`src/rtl/pc_sequencer_pkg.sv`:
```
// Shared encodings for the instruction-cycle sequencer: stack controls, PC source
// selects, opcode constants and the names of the eight cycle steps.
package pc_sequencer_pkg;

    typedef enum logic [1:0] {
        STK_NOP  = 2'd0,
        STK_PUSH = 2'd1,
        STK_POP  = 2'd2
    } stack_ctl_e;

    typedef enum logic [1:0] {
        SEL_DATA = 2'd0,
        SEL_REG  = 2'd1,
        SEL_INST = 2'd2
    } next_sel_e;

    localparam logic [3:0] OP_JCN = 4'h1;
    localparam logic [3:0] OP_FIM = 4'h2;
    localparam logic [3:0] OP_JIN = 4'h3;
    localparam logic [3:0] OP_JUN = 4'h4;
    localparam logic [3:0] OP_JMS = 4'h5;
    localparam logic [3:0] OP_ISZ = 4'h7;
    localparam logic [3:0] OP_BBL = 4'hC;

    localparam logic [2:0] CYC_A1 = 3'd0;
    localparam logic [2:0] CYC_A2 = 3'd1;
    localparam logic [2:0] CYC_A3 = 3'd2;
    localparam logic [2:0] CYC_M1 = 3'd3;
    localparam logic [2:0] CYC_M2 = 3'd4;
    localparam logic [2:0] CYC_X1 = 3'd5;
    localparam logic [2:0] CYC_X2 = 3'd6;
    localparam logic [2:0] CYC_X3 = 3'd7;

    // FIM with an odd OPA is SRC, which is single-word.
    function automatic logic is_two_word(input logic [3:0] op_r, input logic [3:0] op_a);
        return (op_r == OP_JCN) || (op_r == OP_JUN) || (op_r == OP_JMS) ||
               (op_r == OP_ISZ) || ((op_r == OP_FIM) && !op_a[0]);
    endfunction

endpackage

```
`src/rtl/pc_sequencer_cycle_counter.sv`:
```
// Free-running 3-bit instruction-step counter with hold and synchronous clear;
// at_boundary marks the last step (X3) of an instruction cycle.
module seq_cycle_counter
    import pc_sequencer_pkg::*;
(
    input  logic       clock,
    input  logic       reset_n,
    input  logic       hold,
    output logic [2:0] cycle,
    output logic       at_boundary
);

    always_ff @(posedge clock) begin
        if (!reset_n)
            cycle <= CYC_A1;
        else if (!hold)
            cycle <= cycle + 3'd1;
    end

    assign at_boundary = (cycle == CYC_X3);

endmodule

```
`src/rtl/pc_sequencer.sv`:
```
// Instruction-cycle sequencer: opcode latching, PC-stack strobes, halt handshake
// and call-depth tracking. Define PC_SEQ_JIN_EN to decode JIN (OPR 0x3, odd OPA).
module pc_sequencer
    import pc_sequencer_pkg::*;
(
    input  logic       clock,
    input  logic       reset_n,
    input  logic [3:0] data,
    input  logic       cond_true,
    input  logic       halt_req,
    output logic       halt_ack,
    output logic [2:0] cycle,
    output logic       pc_halt,
    output logic [1:0] stack_control,
    output logic [2:0] pc_write_enable,
    output logic [1:0] pc_next_sel,
    output logic [3:0] inst_operand,
    output logic [3:0] reg_addr,
    output logic [3:0] opr,
    output logic [3:0] opa,
    output logic       second_word,
    output logic       stack_ovf
);

    logic       halted;
    logic       pend_pop;
    logic       taken;
    logic       at_boundary;
    logic [1:0] depth;
    logic [3:0] w2_opr;
    logic [3:0] w2_opa;
    logic       next_two;
    logic       next_bbl;
    logic       halt_ok;
    logic       is_jump;
    logic       is_cond;
    stack_ctl_e stk;
    next_sel_e  sel;

    seq_cycle_counter u_cycle_counter (
        .clock       (clock),
        .reset_n     (reset_n),
        .hold        (halted),
        .cycle       (cycle),
        .at_boundary (at_boundary)
    );

    // Flags the boundary will raise; a halt is only taken once the whole
    // instruction (second word or BBL dummy cycle) has completed.
    assign next_two = !second_word && !pend_pop && is_two_word(opr, opa);
    assign next_bbl = !second_word && !pend_pop && (opr == OP_BBL);
    assign halt_ok  = halt_req && !next_two && !next_bbl;
    assign is_jump  = (opr == OP_JUN) || (opr == OP_JMS);
    assign is_cond  = (opr == OP_JCN) || (opr == OP_ISZ);

    always_ff @(posedge clock) begin
        if (!reset_n) begin
            halted      <= 1'b0;
            second_word <= 1'b0;
            pend_pop    <= 1'b0;
            taken       <= 1'b0;
            depth       <= 2'd0;
            stack_ovf   <= 1'b0;
        end else begin
            if (halted) begin
                if (!halt_req)
                    halted <= 1'b0;
            end else if (at_boundary) begin
                second_word <= next_two;
                pend_pop    <= next_bbl;
                halted      <= halt_ok;
            end
            if (second_word && (cycle == CYC_M2))
                taken <= cond_true;
            if (stk == STK_PUSH) begin
                if (depth == 2'd3)
                    stack_ovf <= 1'b1;
                else
                    depth <= depth + 2'd1;
            end else if ((stk == STK_POP) && (depth != 2'd0)) begin
                depth <= depth - 2'd1;
            end
        end
    end

    // The BBL dummy cycle fetches nothing.
    always_ff @(posedge clock) begin
        if (!reset_n) begin
            opr    <= 4'h0;
            opa    <= 4'h0;
            w2_opr <= 4'h0;
            w2_opa <= 4'h0;
        end else if (!pend_pop) begin
            if (cycle == CYC_M1) begin
                if (second_word)
                    w2_opr <= data;
                else
                    opr <= data;
            end
            if (cycle == CYC_M2) begin
                if (second_word)
                    w2_opa <= data;
                else
                    opa <= data;
            end
        end
    end

    always_comb begin
        stk             = STK_NOP;
        sel             = SEL_INST;
        pc_write_enable = 3'b000;
        inst_operand    = 4'h0;
        reg_addr        = 4'h0;
        if (pend_pop) begin
            if (cycle == CYC_A3)
                stk = STK_POP;
        end else if (second_word) begin
            if ((opr == OP_JMS) && (cycle == CYC_A3))
                stk = STK_PUSH;
            // Conditional jumps stay within the current page: no X3 write.
            if (is_jump || (is_cond && taken)) begin
                if (cycle == CYC_X1) begin
                    pc_write_enable = 3'b001;
                    inst_operand    = w2_opa;
                end else if (cycle == CYC_X2) begin
                    pc_write_enable = 3'b010;
                    inst_operand    = w2_opr;
                end else if ((cycle == CYC_X3) && is_jump) begin
                    pc_write_enable = 3'b100;
                    inst_operand    = opa;
                end
            end
        end
`ifdef PC_SEQ_JIN_EN
        else if ((opr == OP_JIN) && opa[0]) begin
            if (cycle == CYC_X1) begin
                sel             = SEL_REG;
                reg_addr        = {opa[3:1], 1'b1};
                pc_write_enable = 3'b001;
            end else if (cycle == CYC_X2) begin
                sel             = SEL_REG;
                reg_addr        = {opa[3:1], 1'b0};
                pc_write_enable = 3'b010;
            end
        end
`endif
    end

    assign stack_control = stk;
    assign pc_next_sel   = sel;
    assign pc_halt       = halted;
    assign halt_ack      = halted;

endmodule
```
`config.mk`:
```
export PLATFORM = sky130hd
export DESIGN_NAME = pc_sequencer
export DESIGN_NICKNAME = d
export VERILOG_FILES = /design/src/rtl/pc_sequencer_pkg.sv /design/src/rtl/pc_sequencer_cycle_counter.sv /design/src/rtl/pc_sequencer.sv
export SDC_FILE = /design/constraint.sdc
export NUM_CORES = 1
export LEC_CHECK = 0
export BUFFER_PORTS_ARGS = -buffer_cell sky130_fd_sc_hd__buf_2
export CAP_MARGIN = 20
export CORE_UTILIZATION = 40
export CTS_CLUSTER_SIZE = 24
export DETAILED_ROUTE_END_ITERATION = 8
export PLACE_DENSITY = 0.78
export SLEW_MARGIN = 0
export SYNTH_ARGS = -nofsm -noshare
export SYNTH_HDL_FRONTEND = slang
export SYNTH_SLANG_ARGS = --single-unit
export TNS_END_PERCENT = 20
```
`constraint.sdc`:
```
create_clock -name clock -period 1.6 [get_ports clock]
set_clock_uncertainty 0.1 [all_clocks]
set_input_delay 0.08 -clock clock [delete_from_list [all_inputs] [get_ports clock]]
set_output_delay 0.08 -clock clock [all_outputs]
set_load 0.01 [all_outputs]
```
### Word level (Yosys, flattened, before mapping)

Cells that the tools add are included.

| word-level totals | value |
|---|---|
| register bits after elaboration | 26 |
| bits in latches | 0 |
| RAM bits | 0 |
| ROM bits | 0 |
| input port bits | 8 |
| output and inout bits | 30 |
| word-level logic and storage cells | 87 |
| memories | 0 |

| cells by class | value |
|---|---|
| $add $sub $neg | 3 |
| multiply operators | 0 |
| divide/modulo/power cells | 0 |
| magnitude comparators | 0 |
| equal/unequal tests | 16 |
| shifts and indexed selects | 0 |
| mux-type cells | 22 |
| bitwise gates (word level) | 3 |
| reduce and logical (&&, ||, !) cells | 32 |

Operator list:

| cell | count |
|---|---|
| 4-bit two-way mux | 6 |
| 3-bit two-way mux | 6 |
| 3-bit == test, second input constant | 4 |
| 4-bit by 3-bit == test with 1-bit output, second input constant | 3 |
| 3-bit AND reduction | 4 |
| 1-bit logical AND | 11 |
| 2-bit two-way mux | 5 |
| 1-bit logical OR | 7 |
| 3-bit by 2-bit == test with 1-bit output, second input constant | 2 |
| 2-bit AND reduction | 3 |
| 1-bit zero test | 5 |
| 1-bit two-way mux | 5 |
| 2-bit == test, second input constant | 2 |
| 4-bit by 1-bit == test with 1-bit output, second input constant | 1 |
| 4-bit by 2-bit == test with 1-bit output, second input constant | 1 |
| 4-bit == test, second input constant | 1 |
| 2-bit nonzero test | 2 |
| 3-bit by 1-bit adder with 3-bit output, second input constant | 1 |
| 1-bit inverter | 3 |
| 2-bit by 1-bit adder with 2-bit output, second input constant | 1 |
| 2-bit by 1-bit == test with 1-bit output, second input constant | 1 |
| 2-bit inequality test, second input constant | 1 |
| 2-bit by 1-bit subtractor with 2-bit output, second input constant | 1 |

### Depth between registers and ports, before layout

Gate-level depths: netlist (run 1).

| logic depth | value |
|---|---|
| depth in word-level cells | 11 |
| depth in mapped cells | 7 |
| gate-level depth less buffers | 6 |

### By module

A second synthesis (run 1) with hierarchy kept.

| unflattened totals | value |
|---|---|
| cell total of the unflattened synthesis | 181 |
| area, all modules | 1496.4 µm² |

By module, submodules not included:

| module | instances | cells each | area each (µm²) | sequential area each (µm²) |
|---|---|---|---|---|
| pc_sequencer | 1 | 170 | 1363.8 | 460.4 |
| seq_cycle_counter | 1 | 11 | 132.6 | 60.1 |

### Worst setup path after synthesis (run 1)

Ideal clock, no wire load.

| path | value |
|---|---|
| path type | register to register |
| start point | register u_cycle_counter.cycle[0] |
| end point | register opr[0] |
| library setup time | 116 ps |
| arrival | 1468 ps |
| data required time | 1384 ps |
| setup slack | -84 ps |
| stages on the path, launching flop included | 6 |
| buffers on the path | 0 |
| period minus slack after synthesis | 1684 ps |
| cell sequence | dfxtp_1 ha_1 ha_1 nor3b_2 mux2i_1 nor2b_1 |

| between the ends | value |
|---|---|
| word-level cells in the longest chain between the ends | 2 |

RTL lines:

| element | RTL line | source |
|---|---|---|
| start: declaration | pc_sequencer_cycle_counter.sv:9 | `output logic [2:0] cycle,` |
| start signal: assignment | pc_sequencer_cycle_counter.sv:17 | `cycle <= cycle + 3'd1;` |
| 3-bit by 2-bit == test with 1-bit output | pc_sequencer.sv:94 | `if (cycle == CYC_M1) begin` |
| 3-bit AND reduction (no line) | n/a |  |
| end signal: assignment | pc_sequencer.sv:98 | `opr <= data;` |
| end: declaration | pc_sequencer.sv:19 | `output logic [3:0] opr,` |

No other way between the ends.
A chain may end at the register's enable or synchronous reset.

### Worst setup path after layout (run 1)

| path | value |
|---|---|
| start point | register opr[3] |
| end point | output inst_operand[3] |

| between the ends | value |
|---|---|
| word-level cells in the longest chain between the ends | 9 |
| elaborated cells on any way between the ends | 15 |
| classes of those cells | eq/ne (4); mux (6); reduce/logical (5) |

RTL lines:

| element | RTL line | source |
|---|---|---|
| 4-bit by 3-bit == test with 1-bit output | pc_sequencer.sv:53 | `assign is_jump = (opr == OP_JUN) \|\| (opr == OP_JMS);` |
| 1-bit logical OR | pc_sequencer.sv:53 |  |
| 1-bit logical AND | pc_sequencer.sv:129 | `end else if ((cycle == CYC_X3) && is_jump) begin` |
| 4-bit two-way mux | pc_sequencer.sv:129 |  |
| 4-bit two-way mux | pc_sequencer.sv:126 | `end else if (cycle == CYC_X2) begin` |
| 4-bit two-way mux | pc_sequencer.sv:123 | `if (cycle == CYC_X1) begin` |
| 4-bit two-way mux * | pc_sequencer.sv:122 | `if (is_jump \|\| (is_cond && taken)) begin` |
| 4-bit two-way mux * | pc_sequencer.sv:118 | `end else if (second_word) begin` |
| 4-bit two-way mux * | pc_sequencer.sv:115 | `if (pend_pop) begin` |
| end: declaration | pc_sequencer.sv:17 | `output logic [3:0] inst_operand,` |

Every way passes the cells marked *; elsewhere a longest branch is shown, timed or not.

==> summary.txt, run 1 <==
Detailed routing
  • # DRC: 0
  • Via Count: around 1400
  • Wire length per cell: approximately 13 um
  • Routed Antenna Nets: 0
  • Vias per cell: about 5
  • Routed WL: around 3500 um
  • Drt pass-1 iters: 4
  • Drt initial violations: 57

Pwr
  • Net Sw Frac: a little under a quarter
  • Seq pwr share: 50.4%
  • Leakage: slightly below 0.0009 uW
  • Clock power share: between 30% and 40%
  • Worst vdd ir: 649 uV
  • Pwr dens: approximately 650 mW/mm2
  • Sw power: ~320 uW
  • Internal power: ~1000 uW
  • Logic pwr share: ~16%

Logic synthesis
  • Syn. warnings: 0
  • Sequential area share after synthesis: ~36%
  • Cell count after synthesis: around 160
  • Commonest cells in the netlist: dfxtp_1, nor2b_1, nand2_1
  • Async SR Flop Fraction: 0%
  • Synth top area cells: dfxtp_1, mux2i_1, nor2b_1
  • Post-synth EDFFs: 0
  • Synth Area per Inst: between 8 and 9 um2
  • Flip-flop and latch count after synthesis: 26
  • Synthesized area: 0.00144 mm2
  • Post-synthesis cell type count: 38
  • Top FF cell, synth: dfxtp_1
  • Synth area leader: dfxtp_1
  • Count leader, synth: dfxtp_1
  • Synth top area share: approximately 36%

Critical path
  • Top Family by Delay on Critical Path: simple AND/OR/NAND/NOR gates
  • Worst path slowest cell: or3b_4
  • Worst Path Max Fanout: 5
  • CP required: around 1.4 ns
  • Worst Path Arrival: approximately 1.9 ns
  • Worst-path cell chain: or3b_4, a21oi_4, nand4_1, o211ai_1, buf_2
  • Crit path buffers/inverters: 1
  • Critical Path Start Type: flop
  • Worst Setup End Kind: output pin
  • Crit path largest cell delay: roughly 0.44 ns
  • Kind of critical path: flop to output pin

Place
  • Count of placed standard cells including taps: 254
  • Dpl ws: -0.106 ns
  • Final HPWL DP: ~2400 um
  • IO buf count: 31
  • Gpl congestion: 0.877

Floorplan
  • Die width: approximately 62 um
  • Die H: 62 um
  • Initial Util: 42.5%
  • Num rows: 21
  • Die area: between 0.003 and 0.004 mm2
  • IO Count: 38
  • Core Region: approximately 0.0034 mm2

Timing
  • Final worst-path cycle share: 127%
  • Worst Slack Setup Final: -0.427 ns
  • Fin. max-slew vios: 0
  • Hold violation total from the final report: 0
  • Fin crit period: just over 2 ns
  • RSZ-0062 raised after global routing: true
  • Fmax: 493 MHz
  • Final setup vio count: 13

Clocking
  • Clock Latency Late Sink: 0.32 ns
  • Reg clk slew, reported paths: 0.15 ns
  • CTS tree: done
  • CTS Buffer Depth: 2
  • # clock sinks: 26
  • H-tree levels: 1
  • CTS Buf Count: 3
  • Root buffer cell: clkbuf_4

Layout
  • P&R area growth vs syn: 43.0%
  • Fill cells: 288
  • Fin nets: 239
  • Seq. cell area: 533 um2
  • Share of cells above drive strength 1: 42.9%
  • Fin cells: 270
  • Number of diodes: 0
  • Post-Route Utilization: about three fifths
  • Multi-input logic area: roughly 920 um2

Outcome
  • Status: finished, violations left
  • Failing checks: setup timing

GRT
  • GRT Total Usage: 18.5%
  • Number of global-route vias before repair: 1200
  • Largest net degree at the start of global routing: 32
  • Grt total ovfl: 0
  • First-pass GRT wire length: around 5200 um
  • Initial antenna violation count: 0

Job
  • Max Cap Viol: 0

Hold path
  • Hold Crit Class: input port to flop
[layout by cell type (no fill, tap or decap), drive strengths merged, types with 2 or more instances in the layout]
cell,count
dlygate4sd3,6
o21ai,6
conb,6
nor2b,16
dfxtp,26
nor3,2
o211ai,4
buf,60
inv,9
nand2b,2
ha,6
nand3,9
and2,2
mux2i,13
and3,2
nand2,15
nor2,5
a21boi,5
and4bb,2
clkbuf,3
nand4,5
nand3b,2
a21oi,3
[per-stage QoR]
| stage | power (uW) | hold slack [ns] | instance area, um2 | TNS (ns) |
|---|---|---|---|---|
| floorplan | 791 | 0.119 | 1470 | -0.00391 |
| detailed placement | 859 | 0.235 | 1770 | -0.374 |
| finish | 1350 | 0.114 | 2060 | -2.85 |
| global route | 1410 | 0.124 | 2060 | -4.21 |
| CTS | 1320 | 0.105 | 1920 | -2.54 |
| global placement | 855 | 0.226 | 1770 | -0.227 |
[final timing paths]
path / to / slack (ns) / start / cells past startpoint
hold / removal: w2_opr[2] / 0.11 / reset_n / 2
setup / recovery: inst_operand[3] / -0.43 / opr[3] / 5
hold reg to reg: w2_opr[1] / 0.38 / w2_opr[1] / 2
setup reg to reg: opr[3] / -0.03 / u_cycle_counter.cycle[0] / 6
[logic make-up (layout without fill, tap and decap cells)]
logic type / after synthesis / after routing / synth area share, %
compound gates: 25 / 25 / 12.1
xor+xnor: 1 / 1 / 0.608
fa+ha+maj: 7 / 7 / 5.91
buf+inv: 21 / 79 / 7.99
flops: 26 / 26 / 36.1
mux: 13 / 13 / 9.04
other cells: 2 / 6 / 0.521
simple gates: 67 / 67 / 27.7
[power by group through the flow]
stage          registers [uW]  logic, uW  clock network (uW)
2_1_floorplan             694       97.4                   0
3_3_place_gp              686        169                   0
3_5_place_dp              686        172                   0
6_report                  680        217                 452
4_1_cts                   674        187                 463
5_1_grt                   684        237                 484
[flip-flops by register name, summed over array words and instances, names as in the netlist]
signal                 count
opa                        4
w2_opa                     4
w2_opr                     4
u_cycle_counter.cycle      3
opr                        4
taken                      1
halt_ack                   1
pend_pop                   1
depth                      2
stack_ovf                  1
second_word                1
[metal layers]
layer	track usage (%)	wire length, um
met3	3.73	165
met4	5.08	49
met1	23.4	1530
met2	31.8	1780
met5	0	0
[layout make-up]
class / count / area share [%]
clock buffer: 3 / 1.09
clock inverter: 1 / 1.46
inverter: 9 / 1.76
multi-input combinational: 119 / 44.7
sequential: 26 / 25.9
tap: 46 / 2.79
timing repair buffer: 66 / 22.3
[repair_timing]
| item | 4_1_cts | 5_1_grt |
|---|---|---|
| setup endpoints to repair | 11 | 24 |
| gates resized for setup | 13 | 26 |
| hold buffers | 6 | 0 |
| pin swaps | 4 | 11 |
| setup buffers | 1 | 5 |
| endpoints found under the hold margin | 16 | 0 |
Note: power is estimated with default switching activity, not from simulation.
==> run 2, diff against run 1 <==
--- a/config.mk
+++ b/config.mk
@@ -5,9 +5,10 @@
 export SDC_FILE = /design/constraint.sdc
 export NUM_CORES = 1
 export LEC_CHECK = 0
-export BUFFER_PORTS_ARGS = -buffer_cell sky130_fd_sc_hd__buf_2
+export BUFFER_PORTS_ARGS = -buffer_cell sky130_fd_sc_hd__clkbuf_2
 export CAP_MARGIN = 20
 export CORE_UTILIZATION = 40
+export CTS_BUF_LIST = sky130_fd_sc_hd__clkbuf_4 sky130_fd_sc_hd__clkbuf_8
 export CTS_CLUSTER_SIZE = 24
 export DETAILED_ROUTE_END_ITERATION = 8
 export PLACE_DENSITY = 0.78
==> summary.txt, run 2 (synthesized netlist as in run 1, its figures left out) <==
Detailed routing
  • Routed WL: around 3400 um
  • Via Count: ~1300
  • Wire length per cell: between 10 and 15 um
  • Vias per cell: 4.95
  • # DRC: 0
  • Routed Antenna Nets: 0
  • Drt initial violations: 30
  • Drt pass-1 iters: 4

Timing
  • Final worst-path cycle share: 126%
  • Worst Slack Setup Final: -0.412 ns
  • Fmax: between 400 and 500 MHz
  • Fin crit period: 2.01 ns
  • Hold violation total from the final report: 0
  • Final setup vio count: 11
  • Fin. max-slew vios: 0
  • RSZ-0062 raised after global routing: true
  • TNS Setup: -2.73 ns

Critical path
  • Worst-path cell chain: or3b_4, a21oi_2, nand4_1, o211ai_1, buf_2
  • Worst Setup End Kind: output pin
  • Worst path slowest cell: or3b_4
  • Worst Path Arrival: 1.83 ns
  • Worst Path Max Fanout: 4
  • Kind of critical path: flop to output pin
  • Crit path largest cell delay: about 0.43 ns
  • Critical Path Start Type: flop
  • Top Family by Delay on Critical Path: simple AND/OR/NAND/NOR gates
  • Crit path buffers/inverters: 1
  • CP required: around 1.4 ns

Clocking
  • CTS Buffer Depth: 2
  • CTS tree: done
  • # clock sinks: 26
  • Reg clk slew, reported paths: between 0.1 and 0.15 ns
  • H-tree levels: 1
  • Clock Latency Late Sink: about 0.33 ns
  • CTS Buf Count: 3
  • Root buffer cell: clkbuf_4

Floorplan
  • Initial Util: around 42%
  • Num rows: 21
  • Die width: around 62 um
  • IO Count: 38
  • Die H: approximately 62 um
  • Core Region: about 0.0034 mm2
  • Die area: roughly 0.0038 mm2

Place
  • IO buf count: 31
  • Dpl ws: -0.104 ns
  • Gpl congestion: ~0.91
  • Final HPWL DP: around 2400 um

Layout
  • Most frequent cells in the layout: clkbuf_2, buf_4, dfxtp_1
  • Share of cells above drive strength 1: between 40% and 50%
  • Fin nets: about 240
  • Post-Route Utilization: between 50% and 60%
  • P&R area growth vs syn: 38.6%
  • Commonest non-fill, non-tap cell in the layout: clkbuf_2
  • Number of diodes: 0

GRT
  • Number of global-route vias before repair: ~1100
  • First-pass GRT wire length: about 5000 um
  • Largest net degree at the start of global routing: 32
  • GRT met2 Usage: 29.9%
  • Busiest grt layer: met2
  • GR Util met3: 3.73%
  • GRT Total Usage: between 10% and 20%
  • Grt total ovfl: 0
  • Initial antenna violation count: 0
  • Met1 GRT Util: a little under a quarter

Pwr
  • Leakage: 0.000834 uW
  • Pwr dens: 617 mW/mm2
  • Worst vdd ir: about 500 uV

Hold path
  • Hold Crit Class: input port to flop

Outcome
  • Status: finished, violations left
  • Failing checks: setup timing

Job
  • Max Cap Viol: 0
==> run 2: timing repair <==
item / CTS / global route
resized for setup: 10 / 28
setup endpoints to repair: 15 / 25
endpoints found under the hold margin: 15 / 0
hold buffers: 6 / 0
pin swaps: 5 / 9
setup buffers: 2 / 1
==> run 2: metal layers <==
layer,vias to the layer above,wire length [um]
met4,0,60
li1,663,-
met2,38,1630
met5,-,0
met1,607,1570
met3,9,124
==> run 2: final cells by class <==
| type | instances | area [um2] |
|---|---|---|
| fill | 292 | 1390 |
| multi-input combinational | 119 | 926 |
| timing repair buffer | 62 | 409 |
| inverter | 9 | 36.3 |
| tap | 46 | 57.6 |
| sequential | 26 | 531 |
| clock buffer | 4 | 36.3 |
==> run 2: power breakdown <==
group | total, uW | switching, uW | internal (uW)
clock | 340 | 201 | 139
combinational | 212 | 104 | 108
sequential | 679 | 18.2 | 661
total | 1230 | 322 | 908
==> run 2: per-stage QoR <==
stage | area (um2) | std cells | hold slack, ns | power, uW
2_1_floorplan | 1470 | 166 | 0.119 | 791
3_3_place_gp | 1760 | 253 | 0.225 | 852
3_5_place_dp | 1760 | 253 | 0.227 | 857
4_1_cts | 1890 | 265 | 0.217 | 1210
5_1_grt | 2000 | 266 | 0.234 | 1290
6_report | 2000 | 266 | 0.218 | 1230
==> run 2: worst paths after layout <==
kind,startpoint,endpoint,slack [ns],depth (start not counted)
max reg2reg,opr[3],depth[0],-0.05,5
max,opr[3],inst_operand[3],-0.41,5
min,reset_n,depth[1],0.22,3
min reg2reg,w2_opr[3],w2_opr[3],0.38,2
==> run 2: tightest hold or removal path, cell delays in order <==
cell and delay (ns):
clkbuf_2 0.31, nand2_1 0.15, o21ai_0 0.07
==> run 3, diff against run 2 <==
--- a/config.mk
+++ b/config.mk
@@ -7,11 +7,14 @@
 export LEC_CHECK = 0
 export BUFFER_PORTS_ARGS = -buffer_cell sky130_fd_sc_hd__clkbuf_2
 export CAP_MARGIN = 20
-export CORE_UTILIZATION = 40
+export CELL_PAD_IN_SITES_DETAIL_PLACEMENT = 1
+export CELL_PAD_IN_SITES_GLOBAL_PLACEMENT = 1
+export CORE_ASPECT_RATIO = 1.75
+export CORE_UTILIZATION = 36
 export CTS_BUF_LIST = sky130_fd_sc_hd__clkbuf_4 sky130_fd_sc_hd__clkbuf_8
 export CTS_CLUSTER_SIZE = 24
 export DETAILED_ROUTE_END_ITERATION = 8
-export PLACE_DENSITY = 0.78
+export PLACE_DENSITY = 0.89
 export SLEW_MARGIN = 0
 export SYNTH_ARGS = -nofsm -noshare
 export SYNTH_HDL_FRONTEND = slang
==> summary.txt, run 3 (synthesized netlist as in run 1, its figures left out) <==
Critical path
  • Worst Path Max Fanout: 5
  • Critical Path Start Type: flop
  • Kind of critical path: flop to output pin
  • CP required: approximately 1.4 ns
  • RR Startpoint: opr[1]
  • Crit path depth: 5
  • Top Family by Delay on Critical Path: simple AND/OR/NAND/NOR gates
  • Worst path slowest cell: or3b_4
  • Worst Path Arrival: 1.79 ns
  • Critical path origin: opr[1]
  • Crit path largest cell delay: between 0.4 and 0.5 ns
  • R2r endpoint: depth[0]
  • Crit path buffers/inverters: 1
  • Termination of the worst setup path: inst_operand[2]
  • FF-to-FF setup slack: -0.15 ns
  • Worst Reg-to-Reg Cells: 6
  • Worst Setup End Kind: output pin
  • Worst-path cell chain: or3b_4, a211oi_2, nand4_1, o211ai_1, buf_2

Detailed routing
  • Routed WL: 4120 um
  • Via Count: ~1300
  • Wire length per cell: roughly 16 um
  • Drt initial violations: 24
  • Vias per cell: between 5 and 6
  • # DRC: 0
  • Drt pass-1 iters: 4
  • Routed Antenna Nets: 0

Outcome
  • Status: finished, violations left
  • Failing checks: setup timing

Clocking
  • CTS Buf Count: 3
  • CTS tree: done
  • Reg clk slew, reported paths: 0.09 ns
  • # clock sinks: 26
  • Root buffer cell: clkbuf_8
  • H-tree levels: 1
  • Clock Latency Late Sink: between 0.2 and 0.3 ns
  • CTS Buffer Depth: 2

Pwr
  • Worst vdd ir: about 360 uV
  • Sw power: 305 uW
  • Internal power: between 900 and 1000 uW
  • Seq pwr share: roughly 55%
  • Net Sw Frac: 24.9%
  • Leakage: around 0.00082 uW
  • Design Power: 1220 uW
  • Logic pwr share: ~15%
  • Pwr dens: 644 mW/mm2
  • Clock power share: 29.7%

Timing
  • Slew margin rel.: approximately two thirds
  • Worst-Margin Slew: 0.506 ns
  • Hold violation total from the final report: 0
  • Fin. max-slew vios: 0
  • Fmax: ~510 MHz
  • Worst Slack Setup Final: -0.373 ns
  • Final worst-path cycle share: 123%
  • Final setup vio count: 12
  • RSZ-0062 raised after global routing: true
  • Fin crit period: ~2 ns

GRT
  • First-pass GRT wire length: 6640 um
  • GRT Total Usage: between 20% and 30%
  • GR Util met3: around 2.1%
  • Grt total ovfl: 0
  • Met1 GRT Util: between 10% and 20%
  • Number of global-route vias before repair: ~1400
  • Busiest grt layer: met2
  • Largest net degree at the start of global routing: 32
  • GRT met2 Usage: between 40% and 50%
  • Initial antenna violation count: 0

Place
  • Count of placed standard cells including taps: about 260
  • Gpl congestion: ~0.9
  • Dpl ws: -0.152 ns
  • IO buf count: 31
  • DP Area: 0.00178 mm2
  • Final HPWL DP: roughly 3200 um

Layout
  • Most frequent cells in the layout: clkbuf_2, buf_4, dfxtp_1
  • Fin nets: around 230
  • Commonest non-fill, non-tap cell in the layout: clkbuf_2
  • Fin cells: between 200 and 300
  • Share of cells above drive strength 1: about two fifths
  • Fill cells: between 400 and 500
  • Number of diodes: 0
  • P&R area growth vs syn: 31.7%
  • Final instance area: ~0.0019 mm2

Floorplan
  • Die area: approximately 0.0043 mm2
  • IO Count: 38
  • Die width: 49.8 um
  • Initial Util: 37.2%
  • Die H: ~86 um
  • Core Region: a little under 0.004 mm2
  • Num rows: 30

Hold path
  • Hold Crit Class: input port to flop

Job
  • Max Cap Viol: 0
[run 3: cell types whose count changed in the layout (fill, tap and decap cells not counted), sizes merged]
cell,before,now
dlygate4sd3,6,2
[run 3: area by class of cell]
cell class	instances	area, um2	area share (%)
repair buffers	59	377	19.9
well taps	48	60.1	3.17
clock buffers	3	41.3	2.18
multi-input cells	119	856	45.1
flip-flops and latches	26	529	27.9
inverters	9	33.8	1.78
[run 3: how the worst min path moves through the flow]
stage,to,depth (start not counted),slack (ns),from
after floorplan,halt_ack,2,0.12,halt_req
after global placement,taken,3,0.24,cond_true
after detailed placement,halt_ack,3,0.24,halt_req
after CTS,w2_opr[3],3,0.02,data[3]
after global routing,w2_opr[0],3,0.05,data[0]
final,w2_opr[3],3,0.03,data[3]
[run 3: stage by stage]
step	util (%)	TNS [ns]	hold slack (ns)
finish	49.1	-2.79	0.0281
global route	49.1	-3.97	0.0455
CTS	48.2	-2.33	0.0223
detailed placement	46.1	-0.770	0.242
global placement	46.1	-0.202	0.239
floorplan	-	-0.00391	0.119
[run 3: layer usage]
metal	part of all wire, %	vias up	wire [um]
li1	-	657	-
met1	36	646	1500
met2	58	37	2400
met3	2.6	8	106
met4	2.9	0	121
met5	0	-	0
[run 3: repair_timing]
item / in CTS / in global routing
gates resized for setup: 10 / 15
pin swaps: 6 / 3
setup endpoints to repair: 17 / 27
endpoints found under the hold margin: 2 / 0
setup buffers: 1 / 1
hold buffers: 2 / 0
[run 3: worst register-to-register path: stages, from the launching register on]
cell and delay, ns:
dfxtp_2 0.34, or3b_4 0.43, buf_4 0.15, buf_4 0.13, nor3_4 0.28, a21oi_1 0.07
o221ai_1 0.17
[run 3: power groups by stage]
stage               registers, uW  logic (uW)  clock network [uW]
finish                        674         185                 363
global route                  677         203                 411
CTS                           675         182                 374
detailed placement            689         174                   0
global placement              686         168                   0
floorplan                     694        97.4                   0
